===== src/rtl/serial_pattern_detector.sv =====
// serial_pattern_detector
//   Shifts a qualified serial bit stream (MSB of the pattern first) into a PAT_W-bit window
//   and compares it against a runtime-loadable pattern. A registered one-cycle pulse marks
//   each match, and a saturating counter totals matches since reset or the last cfg_load.
//   Overlapping or non-overlapping detection is selected at cfg_load time.
//
//   Optional feature: define SPD_MASK_EN to add a per-bit don't-care mask (pattern_mask).
//
// Parameters
//   PAT_W        pattern/window width, 2..32
//   CNT_W        match_count width, 1..16
// Ports
//   clk          clock, rising edge
//   reset        asynchronous active-high reset
//   enable       1 = accept bits, 0 = freeze (window and fill count held)
//   data_valid   qualifies data_in
//   data_in      serial bit
//   cfg_load     latch pattern/overlap (and pattern_mask), restart detection
//   pattern      pattern to match, sampled on cfg_load
//   overlap      1 = overlapping matches, sampled on cfg_load
//   pattern_mask don't-care bits, sampled on cfg_load (SPD_MASK_EN only)
//   data_out     one-cycle match pulse
//   match_count  saturating match count
//   cfg_ack      one-cycle pulse the cycle after cfg_load

module serial_pattern_detector #(
    parameter int unsigned PAT_W = 4,
    parameter int unsigned CNT_W = 8
) (
    input  logic             clk,
    input  logic             reset,
    input  logic             enable,
    input  logic             data_valid,
    input  logic             data_in,
    input  logic             cfg_load,
    input  logic [PAT_W-1:0] pattern,
    input  logic             overlap,
`ifdef SPD_MASK_EN
    input  logic [PAT_W-1:0] pattern_mask,
`endif
    output logic             data_out,
    output logic [CNT_W-1:0] match_count,
    output logic             cfg_ack
);

    localparam int unsigned FW = $clog2(PAT_W + 1);
    localparam logic [FW-1:0] FULL = FW'(PAT_W);

    typedef enum logic [1:0] {StIdle, StFill, StScan} state_e;

    state_e             state_q, state_d;
    logic [PAT_W-1:0]   window_q, window_d;
    logic [FW-1:0]      fill_q, fill_d;
    logic [PAT_W-1:0]   pat_q, pat_d;
    logic               overlap_q, overlap_d;
    logic [CNT_W-1:0]   count_q, count_d;
    logic               out_q, out_d;
    logic               ack_q, ack_d;
`ifdef SPD_MASK_EN
    logic [PAT_W-1:0]   mask_q, mask_d;
`endif

    logic               acc;
    logic [PAT_W-1:0]   nw;
    logic [FW-1:0]      fill_inc;
    logic               pat_eq;
    logic               hit;

    always_comb begin
        acc      = enable & data_valid & ~cfg_load & (state_q != StIdle);
        nw       = {window_q[PAT_W-2:0], data_in};
        fill_inc = (fill_q == FULL) ? fill_q : fill_q + 1'b1;
`ifdef SPD_MASK_EN
        pat_eq   = ((nw ^ pat_q) & ~mask_q) == '0;
`else
        pat_eq   = (nw == pat_q);
`endif
        // A match needs a full window after this bit's shift.
        hit      = acc & pat_eq & (fill_inc == FULL);
    end

    always_comb begin
        state_d   = state_q;
        window_d  = window_q;
        fill_d    = fill_q;
        pat_d     = pat_q;
        overlap_d = overlap_q;
        count_d   = count_q;
        out_d     = 1'b0;
        ack_d     = 1'b0;
`ifdef SPD_MASK_EN
        mask_d    = mask_q;
`endif

        if (cfg_load) begin
            pat_d     = pattern;
            overlap_d = overlap;
`ifdef SPD_MASK_EN
            mask_d    = pattern_mask;
`endif
            window_d  = '0;
            fill_d    = '0;
            count_d   = '0;
            ack_d     = 1'b1;
            state_d   = enable ? StFill : StIdle;
        end else begin
            unique case (state_q)
                StIdle: begin
                    if (enable) begin
                        state_d = (fill_q == FULL) ? StScan : StFill;
                    end
                end
                StFill, StScan: begin
                    if (!enable) begin
                        state_d = StIdle;
                    end else if (acc) begin
                        window_d = nw;
                        fill_d   = fill_inc;
                        if (fill_inc == FULL) begin
                            state_d = StScan;
                        end
                        if (hit) begin
                            out_d = 1'b1;
                            if (count_q != '1) begin
                                count_d = count_q + 1'b1;
                            end
                            // Non-overlapping: demand PAT_W fresh bits before the next match.
                            if (!overlap_q) begin
                                fill_d  = '0;
                                state_d = StFill;
                            end
                        end
                    end
                end
                default: state_d = StIdle;
            endcase
        end
    end

    always_ff @(posedge clk or posedge reset) begin
        if (reset) begin
            state_q   <= StIdle;
            window_q  <= '0;
            fill_q    <= '0;
            pat_q     <= '0;
            overlap_q <= 1'b1;
            count_q   <= '0;
            out_q     <= 1'b0;
            ack_q     <= 1'b0;
`ifdef SPD_MASK_EN
            mask_q    <= '0;
`endif
        end else begin
            state_q   <= state_d;
            window_q  <= window_d;
            fill_q    <= fill_d;
            pat_q     <= pat_d;
            overlap_q <= overlap_d;
            count_q   <= count_d;
            out_q     <= out_d;
            ack_q     <= ack_d;
`ifdef SPD_MASK_EN
            mask_q    <= mask_d;
`endif
        end
    end

    assign data_out    = out_q;
    assign match_count = count_q;
    assign cfg_ack     = ack_q;

endmodule


===== config.mk =====
export PLATFORM = sky130hd
export DESIGN_NAME = serial_pattern_detector
export DESIGN_NICKNAME = d
export VERILOG_FILES = /design/src/rtl/serial_pattern_detector.sv
export SDC_FILE = /design/constraint.sdc
export NUM_CORES = 1
export LEC_CHECK = 0
export CAP_MARGIN = 20
export CORE_MARGIN = 3
export CORE_UTILIZATION = 45
export CTS_CLUSTER_SIZE = 16
export DETAILED_ROUTE_END_ITERATION = 10
export GPL_ROUTABILITY_DRIVEN = 0
export HOLD_SLACK_MARGIN = 0.15
export PLACE_DENSITY = 0.75
export SYNTH_ARGS = -nofsm -noshare
export SYNTH_HDL_FRONTEND = slang
export SYNTH_SLANG_ARGS = --single-unit

===== constraint.sdc =====
create_clock -name clk -period 2.5 [get_ports clk]
set_input_delay 0.25 -clock clk [delete_from_list [all_inputs] [get_ports clk]]
set_output_delay 0.25 -clock clk [all_outputs]
set_load 0.1 [all_outputs]

==> flow_summary_export.csv, run 1 <==
group,metric,value,unit
clock_network,postCtsSetupRepairBufs,0,
timing,holdWs,0.402,ns
drt,drt_iter0_drc,36,
timing,worst_pin_slew,0.869,ns
clock_network,cts_tree,"done",
yosys,synth-seq-area-share,43.2,%
timing,fin_skew,0.000718,ns
layout,layoutNonFillerInstCount,182,
power,switchingPower,0.184,mW
drt,route.detailed.drc,0,
setup_path,worstPathArrival,2.33,ns
placed_design,post-dp-hpwl,1.95,mm
clock_network,cts_max_path_buffers,2,
clock_network,cts_resized,0,
min_path,hp-class,"input pin to asynchronous set/reset pin",
placed_design,io_buffers,20,
clock_network,h-tree-depth,1,
global_routing,grt_pass1_vias,978,
timing,slew_viol_final,0,
power,p_int,0.503,mW
drt,vias,1021,
drt,ant_nets,0,
power,power_leakage,0.669,nW
yosys,yosys.cell_types.count,37,
placed_design,placedCellCount,178,
yosys,synth_seq_cells,23,
floorplan,pin_count,21,
floorplan,die_height,60.4,microns
layout,design_area,0.00156,sq mm
timing,rsz0062_at_grt,"no",
clock_network,clk_pin_slew,0.12,ns
power,switching_share,26.8,%
floorplan,die-area,0.00365,sq mm
clock_network,clock_sinks,23,
drt,drt-total-wl,2.53,mm
job,drv_cap,0,
clock_network,numCtsBuffers,3,
timing,final-hold-violation-count,0,
drt,wl_per_cell,13.9,microns
placed_design,postPlaceCellArea,0.00154,sq mm
clock_network,cts_hold_buf,0,
power,power,0.687,mW
power,power_density,439,mW/mm^2
timing,finalSetupTns,0,ns
timing,period_needed,2.07,ns
layout,antennaDiodeCount,0,
timing,fin_ws,0.427,ns
floorplan,num_rows,19,
drt,dr.pass1.iters,4,
yosys,synth_ff_type,"dfrtp_1",
clock_network,cts_root_buffer,"clkbuf_4",
yosys,syn_nets,145,
timing,setup_viol,0,
yosys,yosysWarnings,0,
setup_path,cp.required,2.76,ns
floorplan,core_area,0.00278,sq mm
global_routing,grt_first_pass_wirelength,4.38,mm
global_routing,grt-ovfl-total,0,
timing,finalCritPeriodShare,82.9,%
floorplan,chipWidth,60.4,microns
timing,slew_headroom,42.0,%
global_routing,antenna_found_initial,0,
floorplan,start_util,48.0,%
yosys,yosysTopAreaCellShare,41.3,%
layout,final_util,56.2,%
yosys,avgSynthCellArea,10.3,sq um
drt,via_per_inst,5.61,
layout,fin_nets,168,
yosys,syn_inst,129,
setup_path,cp-start-kind,"flip-flop",
power,power.share.combinational,17.5,%
placed_design,preCtsSetupSlack,0.411,ns
power,clkPwrFrac,24.5,%
timing,fmax,0.482,GHz
setup_path,critPathMaxFanout,5,
yosys,async_reset_ff_share,100,%
yosys,synth_top_cell_by_area,"dfrtp_1",
layout,area_growth_syn_to_layout,17.3,%
global_routing,grt_usage,16.1,%
yosys,synthTopCellsByArea,"dfrtp_1 (41%), mux2_2 (5.1%), ha_1 (4.7%)",
power,ir_drop,0.388,mV
power,sequentialPowerShare,58.0,%
status,outcome,"completed",
setup_path,critPathKind,"flip-flop to flip-flop",
clock_network,clk_latency,0.31,ns
layout,drive_gt1_share,21.2,%
global_routing,grt_max_degree,27,
yosys,syn-cell-area,0.00133,sq mm
layout,fill_cells,249,
setup_path,endpoint_kind,"flip-flop",
yosys,synth_edf_count,0,
-- cell usage in the layout, fill, tap and decap left out, drive strengths merged, types with 2 or more instances in the layout --
| master | instances |
|---|---|
| o21ai | 10 |
| inv | 8 |
| nor3 | 4 |
| nand3 | 5 |
| o31ai | 3 |
| clkdlybuf4s50 | 10 |
| buf | 11 |
| mux2 | 7 |
| nor3b | 2 |
| clkbuf | 3 |
| nor2 | 8 |
| xnor2 | 5 |
| a21oi | 7 |
| nand4 | 2 |
| nor2b | 2 |
| nand2 | 9 |
| or3 | 4 |
| nand4b | 2 |
| and4bb | 2 |
| nand3b | 5 |
| and4 | 3 |
| dfrtp | 22 |
| ha | 5 |
| and2b | 2 |
-- critical path: stages (launching register included) --
cell,delay (ns)
dfrtp_1,0.42
inv_1,0.09
ha_1,0.28
and4bb_1,0.25
a211oi_2,0.34
nor3_2,0.12
a2111oi_2,0.35
o22a_1,0.18
-- power groups by stage --
stage | Clock (mW) | Combinational [mW] | Sequential [mW]
6_report | 0.168 | 0.120 | 0.398
5_1_grt | 0.198 | 0.133 | 0.401
4_1_cts | 0.181 | 0.121 | 0.399
3_5_place_dp | 0 | 0.121 | 0.406
3_3_place_gp | 0 | 0.119 | 0.404
2_1_floorplan | 0 | 0.0810 | 0.408
-- final timing paths --
path                                       start                    endpoint  slack (ns)  cells after the start
setup / recovery           fill_q[0]$_DFFE_PP0P_      state_q[1]$_DFFE_PP0P_        0.43                      7
hold / removal                             reset  match_count[0]$_DFFE_PP0P_        0.40                      2
setup reg to reg           fill_q[0]$_DFFE_PP0P_      state_q[1]$_DFFE_PP0P_        0.43                      7
hold reg to reg             pat_q[3]$_DFFE_PP0P_        pat_q[3]$_DFFE_PP0P_        0.55                      1
max in group asynchronous                  reset  match_count[5]$_DFFE_PP0P_        1.57                      2
min in group clk                      pattern[0]        pat_q[0]$_DFFE_PP0P_        0.54                      2
-- synthesized netlist by cell type, types with 2 or more instances --
| cell | instances |
|---|---|
| a21oi_1 | 7 |
| and2b_2 | 2 |
| and4_1 | 3 |
| and4bb_1 | 2 |
| clkbuf_1 | 2 |
| dfrtp_1 | 22 |
| ha_1 | 5 |
| inv_1 | 8 |
| mux2_2 | 6 |
| nand2_1 | 9 |
| nand3_1 | 5 |
| nand3b_1 | 5 |
| nand4_1 | 2 |
| nor2_1 | 8 |
| nor2b_1 | 2 |
| nor3_1 | 2 |
| nor3_2 | 2 |
| o21ai_0 | 9 |
| o31ai_1 | 3 |
| or3_1 | 4 |
| xnor2_1 | 5 |
-- final cells by class --
cell class	count	area (sq um)	share of cell area [%]
inverters	8	30.0	1.92
flip-flops and latches	23	577	36.9
clock inverters	1	5.00	0.320
repair buffers	21	183	11.7
clock buffers	3	22.5	1.44
well taps	31	38.8	2.48
multi-input cells	95	708	45.3
-- flip-flops by register name, indices dropped and copies added (netlist names) --
| name | cells |
|---|---|
| match_count | 8 |
| pat_q | 4 |
| fill_q | 3 |
| window_q | 3 |
| state_q | 2 |
| cfg_ack | 1 |
| data_out | 1 |
| overlap_q | 1 |
-- logic make-up (layout without fill, tap and decap cells) --
logic type / after synthesis / count (layout) / synth area share [%]
fa+ha+maj: 5 / 5 / 4.69
flops: 23 / 23 / 43.2
xor+xnor: 5 / 5 / 3.28
compound gates: 26 / 26 / 12.6
mux: 8 / 8 / 6.66
simple gates: 51 / 51 / 25.9
buf+inv: 11 / 33 / 3.66
-- metal layers --
layer,vias up,share of wire [%],GRT usage [%]
met5,-,0,0
met2,13,52,29.0
li1,507,-,-
met1,496,42,18.7
met4,0,2.3,7.43
met3,5,2.9,2.77
Power figures use the tool's default switching activity.
==> inputs of run 2 (changes only) <==
Settings changed: PLACE_DENSITY 0.75 to 0.77.
Clock period 2.5 ns to 1.8 ns, I/O delays scaled along.
==> run 2 against run 1 <==
  * The run now ends with negative setup slack left
  * Worst hold slack worse by 0.23 ns
  * Global-route usage is 2.9 points higher
  * Core utilization is 11 points higher
  * Clock power is 49% higher
  * Cell area is 19% higher
  * Worst setup slack worse by 0.59 ns
  * Count of clock-buffer cells in the layout stayed put
==> flow_summary_export.csv, run 2 (same netlist as run 1, synthesis figures left out) <==
group,metric,value,unit
floorplan,core_area,0.00278,sq mm
global_routing,grt_usage,19.1,%
timing,setup_viol,11,
layout,area_growth_syn_to_layout,40.1,%
clock_network,cts_max_path_buffers,2,
setup_path,crit_start,"fill_q[0]$_DFFE_PP0P_",
drt,ant_nets,0,
layout,drive_gt1_share,44.6,%
placed_design,postPlaceCellArea,0.00173,sq mm
status,outcome,"finished, violations left",
setup_path,worstPathArrival,2.18,ns
setup_path,r2r_cells,6,
timing,worst_pin_slew,0.297,ns
power,ir_drop,0.592,mV
setup_path,timing.rr.end,"match_count[0]$_DFFE_PP0P_",
global_routing,grt_max_degree,27,
layout,final_common_cell,"buf_4",
clock_network,clk_pin_slew,0.13,ns
floorplan,die_height,60.4,microns
drt,via_per_inst,5.54,
timing,holdWs,0.175,ns
global_routing,grt-ovfl-total,0,
setup_path,critPathKind,"flip-flop to flip-flop",
min_path,hp-class,"input pin to asynchronous set/reset pin",
power,power_density,560,mW/mm^2
setup_path,cp.required,2.02,ns
drt,dr.pass1.iters,4,
clock_network,cts_hold_buf,0,
setup_path,endpoint_kind,"flip-flop",
timing,fmax,0.511,GHz
drt,route.detailed.drc,0,
job,drv_cap,0,
global_routing,antenna_found_initial,0,
power,power_leakage,0.813,nW
clock_network,h-tree-depth,1,
global_routing,grt_first_pass_wirelength,5.18,mm
timing,finalCritPeriodShare,109,%
floorplan,num_rows,19,
drt,vias,1153,
clock_network,clk_latency,0.32,ns
setup_path,r2r_slack,-0.16,ns
setup_path,cp-start-kind,"flip-flop",
layout,design_area,0.00187,sq mm
layout,final_util,67.2,%
timing,slew_headroom,80.2,%
clock_network,numCtsBuffers,3,
drt,drt_iter0_drc,44,
layout,fin_nets,194,
clock_network,cts_root_buffer,"clkbuf_4",
timing,fin_skew,0.00260,ns
setup_path,critPathMaxFanout,4,
timing,fin_ws,-0.159,ns
placed_design,preCtsSetupSlack,-0.166,ns
global_routing,grt_pass1_vias,1163,
drt,wl_per_cell,14.7,microns
placed_design,placedCellCount,199,
layout,layoutNonFillerInstCount,208,
timing,final-hold-violation-count,0,
placed_design,io_buffers,20,
layout,layout_common_cells,"buf_4 (34), dfrtp_1 (14), clkdlybuf4s50_1 (10), o21ai_0 (9)",
timing,rsz0062_at_grt,"yes",
layout,largest_reg_flops,8,
timing,finalSetupTns,-1.16,ns
setup_path,r2r-start,"fill_q[0]$_DFFE_PP0P_",
clock_network,cts_tree,"done",
clock_network,clock_sinks,23,
placed_design,post-dp-hpwl,2.18,mm
drt,drt-total-wl,3.06,mm
power,power,1.05,mW
floorplan,die-area,0.00365,sq mm
layout,antennaDiodeCount,0,
floorplan,start_util,48.0,%
status,violations,"negative setup slack",
floorplan,pin_count,21,
timing,period_needed,1.96,ns
timing,slew_viol_final,0,
floorplan,chipWidth,60.4,microns
## run 2: routing by layer
metal | global-route usage (%) | wire length [microns]
met3 | 4.68 | 139
met4 | 9.29 | 66
met1 | 22.2 | 1270
met5 | 0 | 0
met2 | 32.9 | 1580
## run 2: report_power, final
part | internal [mW] | leakage, nW | total, mW | switching (mW)
Combinational | 0.130 | 0.508 | 0.246 | 0.115
Clock | 0.0851 | 0.0139 | 0.251 | 0.166
Sequential | 0.538 | 0.291 | 0.550 | 0.0121
Total | 0.753 | 0.813 | 1.05 | 0.293
## run 2: worst max-delay path by stage
stage,cells past startpoint,endpoint,slack (ns)
5_1_grt,8,match_count[1]$_DFFE_PP0P_,-0.20
3_5_place_dp,8,match_count[7]$_DFFE_PP0P_,-0.17
6_report,6,match_count[0]$_DFFE_PP0P_,-0.16
4_1_cts,8,match_count[1]$_DFFE_PP0P_,-0.11
2_1_floorplan,7,match_count[2]$_DFFE_PP0P_,-0.02
3_3_place_gp,8,state_q[1]$_DFFE_PP0P_,-0.07
## run 2: critical path: stages, from the launching register on
cell	delay (ns)
dfrtp_1	0.43
inv_2	0.08
ha_4	0.27
and4bb_2	0.27
a211o_4	0.35
nand4b_2	0.14
mux2_4	0.32
## run 2: final cells by class
type	instances	area (sq um)
inverter	8	30.0
tap	31	38.8
fill	217	913
multi-input combinational	96	805
clock inverter	1	7.51
clock buffer	3	22.5
timing repair buffer	46	378
sequential	23	587
## run 2: timing repair
action,4_1_cts,5_1_grt
cloned,1,0
gates resized for setup,9,4
pin swaps,6,10
setup endpoints to repair,11,12
setup buffers,4,1
